==> config.mk <==
export PLATFORM = sky130hd
export DESIGN_NAME = n4_b10_up_counter
export DESIGN_NICKNAME = d
export VERILOG_FILES = /design/src/rtl/n4_b10_up_counter.sv
export SDC_FILE = /design/constraint.sdc
export NUM_CORES = 1
export LEC_CHECK = 0
export BUFFER_PORTS_ARGS = -buffer_cell sky130_fd_sc_hd__buf_4
export CORE_AREA = 2 2 75 77
export CTS_BUF_LIST = sky130_fd_sc_hd__clkbuf_16
export DETAILED_ROUTE_END_ITERATION = 8
export DIE_AREA = 0 0 77 79
export HOLD_SLACK_MARGIN = 0.12
export MAX_ROUTING_LAYER = met4
export PLACE_DENSITY = 0.5
export SYNTH_ARGS = -nofsm -noshare
export SYNTH_HDL_FRONTEND = slang
export SYNTH_HIERARCHICAL = 1
export SYNTH_SLANG_ARGS = --single-unit
export TNS_END_PERCENT = 100
==> constraint.sdc <==
create_clock -name m_clock -period 6.62 [get_ports m_clock]
set_clock_uncertainty 0.15 [all_clocks]
set_input_delay 1.324 -clock m_clock [delete_from_list [all_inputs] [get_ports m_clock]]
set_output_delay 1.324 -clock m_clock [all_outputs]
set_load 0.01 [all_outputs]
==> src/rtl/n4_b10_up_counter.sv <==
// n4_b10_up_counter -- four-digit BCD up-counter.
//
// The counter is a chain of four one-digit base-10 cells. Each digit's carry
// feeds the enable of the next digit, and the top digit's carry leaves the
// block as eu. To build a wider decimal counter, connect eu of one block to
// m_ei of the next block.
//
// A parallel load replaces any digit greater than 9 with 0. It also sets the
// sticky err flag, which only reset clears.
//
// Build option: N4_B10_UP_COUNTER_SATURATE_EN
//   defined   -> at 9999 with m_ei=1 the count holds at 9999 (eu still asserts)
//   undefined -> the count wraps from 9999 to 0000

module n4_b10_digit (
    input  logic       clk,
    input  logic       rst_n,
    input  logic       ei,
    input  logic       hold,
    input  logic       load,
    input  logic [3:0] d,
    output logic [3:0] q,
    output logic       eu,
    output logic       bad
);

    logic [3:0] digit_q;
    logic [3:0] digit_d;

    // Flag a load digit that is not valid BCD.
    always_comb begin
        bad = (d > 4'd9) ? 1'b1 : 1'b0;
    end

    // Carry out is combinational, so a chain of cells ripples within one cycle.
    always_comb begin
        eu = ei & ((digit_q == 4'd9) ? 1'b1 : 1'b0);
    end

    // Next digit value: load has priority over count, and a count past 9 wraps to 0.
    always_comb begin
        digit_d = digit_q;
        if (load) begin
            if (bad) begin
                digit_d = 4'd0;
            end else begin
                digit_d = d;
            end
        end else if (ei && !hold) begin
            if (digit_q >= 4'd9) begin
                digit_d = 4'd0;
            end else begin
                digit_d = digit_q + 4'd1;
            end
        end else begin
            digit_d = digit_q;
        end
    end

    // Digit register with synchronous active-low reset.
    always_ff @(posedge clk) begin
        if (!rst_n) begin
            digit_q <= 4'd0;
        end else begin
            digit_q <= digit_d;
        end
    end

    assign q = digit_q;

endmodule

module n4_b10_up_counter (
    input  logic        m_clock,
    input  logic        m_reset_,
    input  logic        m_ei,
    input  logic        m_load,
    input  logic [15:0] d15_d0,
    output logic [15:0] q15_q0,
    output logic        eu,
    output logic        err
);

    logic       eu0_s;
    logic       eu1_s;
    logic       eu2_s;
    logic       eu3_s;
    logic [3:0] bad_s;
    logic       hold_s;
    logic       err_q;
    logic       err_d;

    // Saturating build: freeze every digit once the whole count reads 9999 and
    // is enabled. eu3_s is exactly that condition.
    always_comb begin
`ifdef N4_B10_UP_COUNTER_SATURATE_EN
        hold_s = eu3_s;
`else
        hold_s = 1'b0;
`endif
    end

    n4_b10_digit u_dig0 (
        .clk   (m_clock),
        .rst_n (m_reset_),
        .ei    (m_ei),
        .hold  (hold_s),
        .load  (m_load),
        .d     (d15_d0[3:0]),
        .q     (q15_q0[3:0]),
        .eu    (eu0_s),
        .bad   (bad_s[0])
    );

    n4_b10_digit u_dig1 (
        .clk   (m_clock),
        .rst_n (m_reset_),
        .ei    (eu0_s),
        .hold  (hold_s),
        .load  (m_load),
        .d     (d15_d0[7:4]),
        .q     (q15_q0[7:4]),
        .eu    (eu1_s),
        .bad   (bad_s[1])
    );

    n4_b10_digit u_dig2 (
        .clk   (m_clock),
        .rst_n (m_reset_),
        .ei    (eu1_s),
        .hold  (hold_s),
        .load  (m_load),
        .d     (d15_d0[11:8]),
        .q     (q15_q0[11:8]),
        .eu    (eu2_s),
        .bad   (bad_s[2])
    );

    n4_b10_digit u_dig3 (
        .clk   (m_clock),
        .rst_n (m_reset_),
        .ei    (eu2_s),
        .hold  (hold_s),
        .load  (m_load),
        .d     (d15_d0[15:12]),
        .q     (q15_q0[15:12]),
        .eu    (eu3_s),
        .bad   (bad_s[3])
    );

    // Sticky error: set by any load containing an invalid digit, cleared only by reset.
    always_comb begin
        if (m_load && (bad_s != 4'b0000)) begin
            err_d = 1'b1;
        end else begin
            err_d = err_q;
        end
    end

    // Error flag register with synchronous active-low reset.
    always_ff @(posedge m_clock) begin
        if (!m_reset_) begin
            err_q <= 1'b0;
        end else begin
            err_q <= err_d;
        end
    end

    assign eu  = eu3_s;
    assign err = err_q;

endmodule

# Word level (Yosys, flattened, before mapping)
# Index checks and enable logic that the tools add are counted.
[word_totals]
reg_bits = 17
in_bits = 20
elab_cells = 55
[classes]
addsub = 4
n_lt_le_gt_ge = 8
n_eq_ne = 4
n_mux = 24
bitwise = 4
n_reduce_logical = 6
[ops]
columns = ["op", "count"]
rows = [
  ["two-way mux 4 bit", 16],
  ["adder 4 x 1 -> 4 bit (second input constant)", 4],
  ["== test 4 bit (second input constant)", 4],
  ["greater-or-equal comparator 4 bit (second input constant)", 4],
  ["> comparator 4 bit (second input constant)", 4],
  ["two-way mux 1 bit", 8],
  ["nonzero test 2 bit", 4],
  ["bitwise AND 1 bit", 4],
  ["nonzero test 4 bit", 1],
  ["logical AND 1 bit", 1],
]

# Longest topological paths before layout
[logic_depth]
word_depth = 7
mapped_depth = 11

# Hierarchy
# Netlist, hierarchy kept.
[modules_own_cells]
columns = ["module", "n_inst", "cells_each", "area_per_inst_um2"]
rows = [
  ["n4_b10_digit", 4, 43, 380.4],
  ["n4_b10_up_counter", 1, 6, 48.8],
]

# Worst setup path after synthesis
# Ideal clock, no wire load.
[synth_path]
kind = "input to output"
from = "in m_ei"
to = "out eu"
t_arrival_ps = 2467
t_required_ps = 5146
path_slack_ps = 2679
path_stages = 8
cell_sequence = "nand2_1 nor3_1 nand2_1 nor3_1 nand2_1 nor3_1 nand2_1 nor3_1"
[synth_between]
elab_chain_len = 4
[synth_lines]
columns = ["item", "line_no", "text"]
rows = [
  ["from (decl)", "76", "input logic m_ei,"],
  ["bitwise AND 1 bit", "37", "eu = ei & ((digit_q == 4'd9) ? 1'b1 : 1'b0);"],
  ["named net eu0_s", "84", "logic eu0_s;"],
  ["bitwise AND 1 bit", "37", ""],
  ["named net eu1_s", "85", "logic eu1_s;"],
  ["bitwise AND 1 bit", "37", ""],
  ["named net eu2_s", "86", "logic eu2_s;"],
  ["bitwise AND 1 bit", "37", ""],
  ["to (decl)", "80", "output logic eu,"],
]
# The timed path passes the listed nets, and every way through them passes these cells.

# Final worst setup path
# Ends and elaborated chain as after synthesis.

==> results by group <==
Status
  • Status: complete, no violations

Drt
  • WL per Instance: between 10 and 15 um
  • WL final: around 3600 um
  • Vias: 1,443
  • Total iterations of the first detailed-routing run: 4
  • Number of nets with antenna violations after detailed routing: 0
  • Number of design-rule violations left by the first detailed-router iteration: 91
  • Post-detailed-route via-to-cell ratio: around 4.9
  • Post-route DRC violation count: 0

Die
  • Die span in x: approximately 77 um
  • Initial standard-cell utilization of the core: between 20% and 30%
  • Number of rows created at floorplan: 27
  • Full die area: 6080 sq um
  • Y dimension of the die: between 70 and 80 um
  • Placeable Area: 5340 sq um
  • Number of primary I/O pins: 38

Place
  • Cells after DPL: 290
  • Post-detail-place hpwl: 2770 um
  • Post-placement worst setup slack: around 2.3 ns
  • Number of I/O port buffers: 37
  • Final estimated routing congestion in global placement: 0.744

Yosys
  • Post-synthesis adder-cell area fraction: a little under a tenth
  • Cell area after synthesis: between 1500 and 2000 sq um
  • Complex-gate fraction of the synthesized area: a little under a quarter
  • Total of flip-flops plus latches after synthesis: 17
  • Multiplexer share of the synthesized area: 0%
  • Instance count of the mapped netlist: roughly 180
  • Dominant combinational cell family by area after synthesis: simple AND/OR/NAND/NOR gates
  • Post-synthesis sequential area ratio: between 20% and 30%
  • Avg Inst Size Synth: about 8.8 sq um
  • Post-Synth XOR/XNOR Area: 0%
  • Number of distinct library cell variants in the gate-level netlist after synthesis: 25
  • Synth Warn #: 6
  • Synthesized-area fraction occupied by and/or/nand/nor cells: 38.2%

Clock tree
  • Clock tree sinks: 17
  • Total CTS buffers: 3
  • Post-CTS sizing: 0
  • Worst skew pair latency: ~0.25 ns
  • Number of buffers added to fix hold violations after cts: 0
  • Count of H-tree levels built during CTS: 1
  • Total setup buffers inserted after CTS: 0
  • Root Buffer Master: clkbuf_16
  • TritonCTS clock tree: yes
  • Number of buffers on the longest clock path: 2
  • Reg clk slew, reported paths: roughly 0.060 ns

Setup path
  • Biggest fanout along the worst timing path: 3
  • Critical Path Slowest Stage Cell: nor3_1
  • Critical path cell sequence: buf_4 > nand2_1 > nor3_1 > nand2_1 > nor3_1 > nand2_1 > nor3_1 > nand2_1 > nor3_1 > buf_4
  • Worst Setup SP: m_ei
  • CP Capture Type: output port
  • R2R cell count: 10
  • Data required, critical path: between 5 and 6 ns
  • Worst-case register-to-register setup slack: around 4.0 ns
  • Startpoint of the most critical register-to-register path: u_dig0/q[0]
  • Delay of the slowest cell on the worst path: 0.28 ns
  • Worst setup SP type: primary input
  • Worst reg2reg endpoint: u_dig3/q[1]
  • Worst setup path category: primary input to output port
  • Data arrival time of the critical path: between 2 and 3 ns

STA
  • Transition time at the pin with the least slew margin: ~0.60 ns
  • Hold_ws: slightly above 0.3 ns
  • Setup repair after global routing missed its margin: false
  • Final worst setup slack: about 2.4 ns
  • Achievable frequency: about 0.23 GHz
  • Min Tclk post-route: 4.26 ns
  • Share of the cycle needed by the critical path after routing: 64.4%
  • Final setup violating endpoints: 0
  • Number of max-slew violations in the final report: 0
  • Post-Route Setup TNS: 0 ns
  • Endpoints failing hold: 0
  • Slew headroom: 59.8%

Min path
  • Source of the worst hold timing path: err
  • Worst Hold Path EP: err
  • Tightest Hold Check Type: flop to flop
  • Number of cells on the worst hold path: 2

Global routing
  • Wire length of the first global-routing pass: approximately 6000 um
  • All-layer global routing usage: about an eighth
  • Via count of the first global-routing pass: roughly 1,300
  • Pin count of the biggest net entering global routing: 58
  • GRT overflow: 0
  • Initial antenna violation count: 0

Power
  • Worst voltage drop across the vdd grid: between 70 and 80 uV
  • Areal power density over the cells: ~160 nW/um^2
  • Static leakage power: 0.000813 uW
  • Overall Power: around 320 uW

Flow run
  • Max_cap viols: 0

Final layout
  • Area added between synthesis and finish: 27.3%
  • Count of nets after finishing: 255
  • Share of cells above drive strength 1: around 30%
  • Final std cells w/o fill: just under 300
  • Antenna diode instance count: 0
  • Fill cell total of the finished layout: 567
-- metal layers --
metal  GRT usage [%]  share of wire (%)
met5               -                  0
met4            6.43                2.1
met3            1.59                4.7
met2            20.1                 47
met1            16.1                 46
-- worst max-delay path by stage --
| stage | to | slack [ns] | cells past startpoint |
|---|---|---|---|
| after floorplan | eu | 2.68 | 8 |
| after global placement | eu | 2.37 | 10 |
| after detailed placement | eu | 2.31 | 10 |
| after CTS | eu | 2.31 | 10 |
| after global routing | eu | 2.05 | 10 |
| final | eu | 2.36 | 10 |
-- layout by cell type (no fill, tap or decap), drive strengths merged, types with 8 or more instances in the layout --
cell type  count
dfxtp         17
nand2b         8
ha            12
nand2         10
conb           8
buf           37
a311oi         8
o21ai         17
nor3          12
nor2          12
nor2b         12
nor3b          8
inv           16
nand3b        12
-- cells in the mapped netlist, drive strengths merged --
cell / count / share of area [%]
a311oi: 8 / 6.1
a31oi: 4 / 1.6
a41oi: 4 / 2.2
and2b: 4 / 1.9
and4bb: 4 / 3.2
buf: 4 / 2.9
conb: 1 / 0.24
dfxtp: 17 / 22
ha: 12 / 9.6
inv: 16 / 3.8
nand2: 10 / 2.4
nand2b: 8 / 3.2
nand3b: 12 / 8.9
nor2: 12 / 2.9
nor2b: 12 / 4.8
nor3: 12 / 3.8
nor3b: 8 / 6.4
nor4: 1 / 0.80
o21a: 4 / 1.9
o21ai: 17 / 5.4
o221ai: 4 / 2.2
o32ai: 4 / 4.1
-- kinds of logic after synthesis --
logic type | after synthesis
simple gates | 83
compound gates | 45
buf+inv | 20
flops | 17
fa+ha+maj | 12
other cells | 1
-- cell type report --
type | instances | area [sq um] | area share (%)
clock buffer | 3 | 75.1 | 3.75
clock inverter | 1 | 5.00 | 0.250
inverter | 16 | 60.1 | 3.00
multi-input combinational | 148 | 1150 | 57.6
sequential | 17 | 340 | 17.0
tap | 72 | 90.1 | 4.51
timing repair buffer | 37 | 278 | 13.9
-- worst max-delay path, delay by kind of cell --
| family | cells | cell delay, ns |
|---|---|---|
| buf+inv | 2 | 0.24 |
| simple gates | 8 | 1.24 |
-- flip-flops by register name (all words and copies together) (netlist names) --
| signal | cells |
|---|---|
| u_dig3/q | 4 |
| u_dig2/q | 4 |
| u_dig1/q | 4 |
| u_dig0/q | 4 |
| err | 1 |
-- stage by stage --
stage,cell area [sq um],util (%)
finish,2000,37.5
global route,2000,37.5
CTS,2000,37.5
detailed placement,1920,36.0
global placement,1920,36.0
floorplan,1600,-
-- power by group --
part,internal [uW],switching [uW]
registers,108,9.10
logic,40.2,39.5
clock network,81.1,46.2
Note: power is estimated with default switching activity, not from simulation.
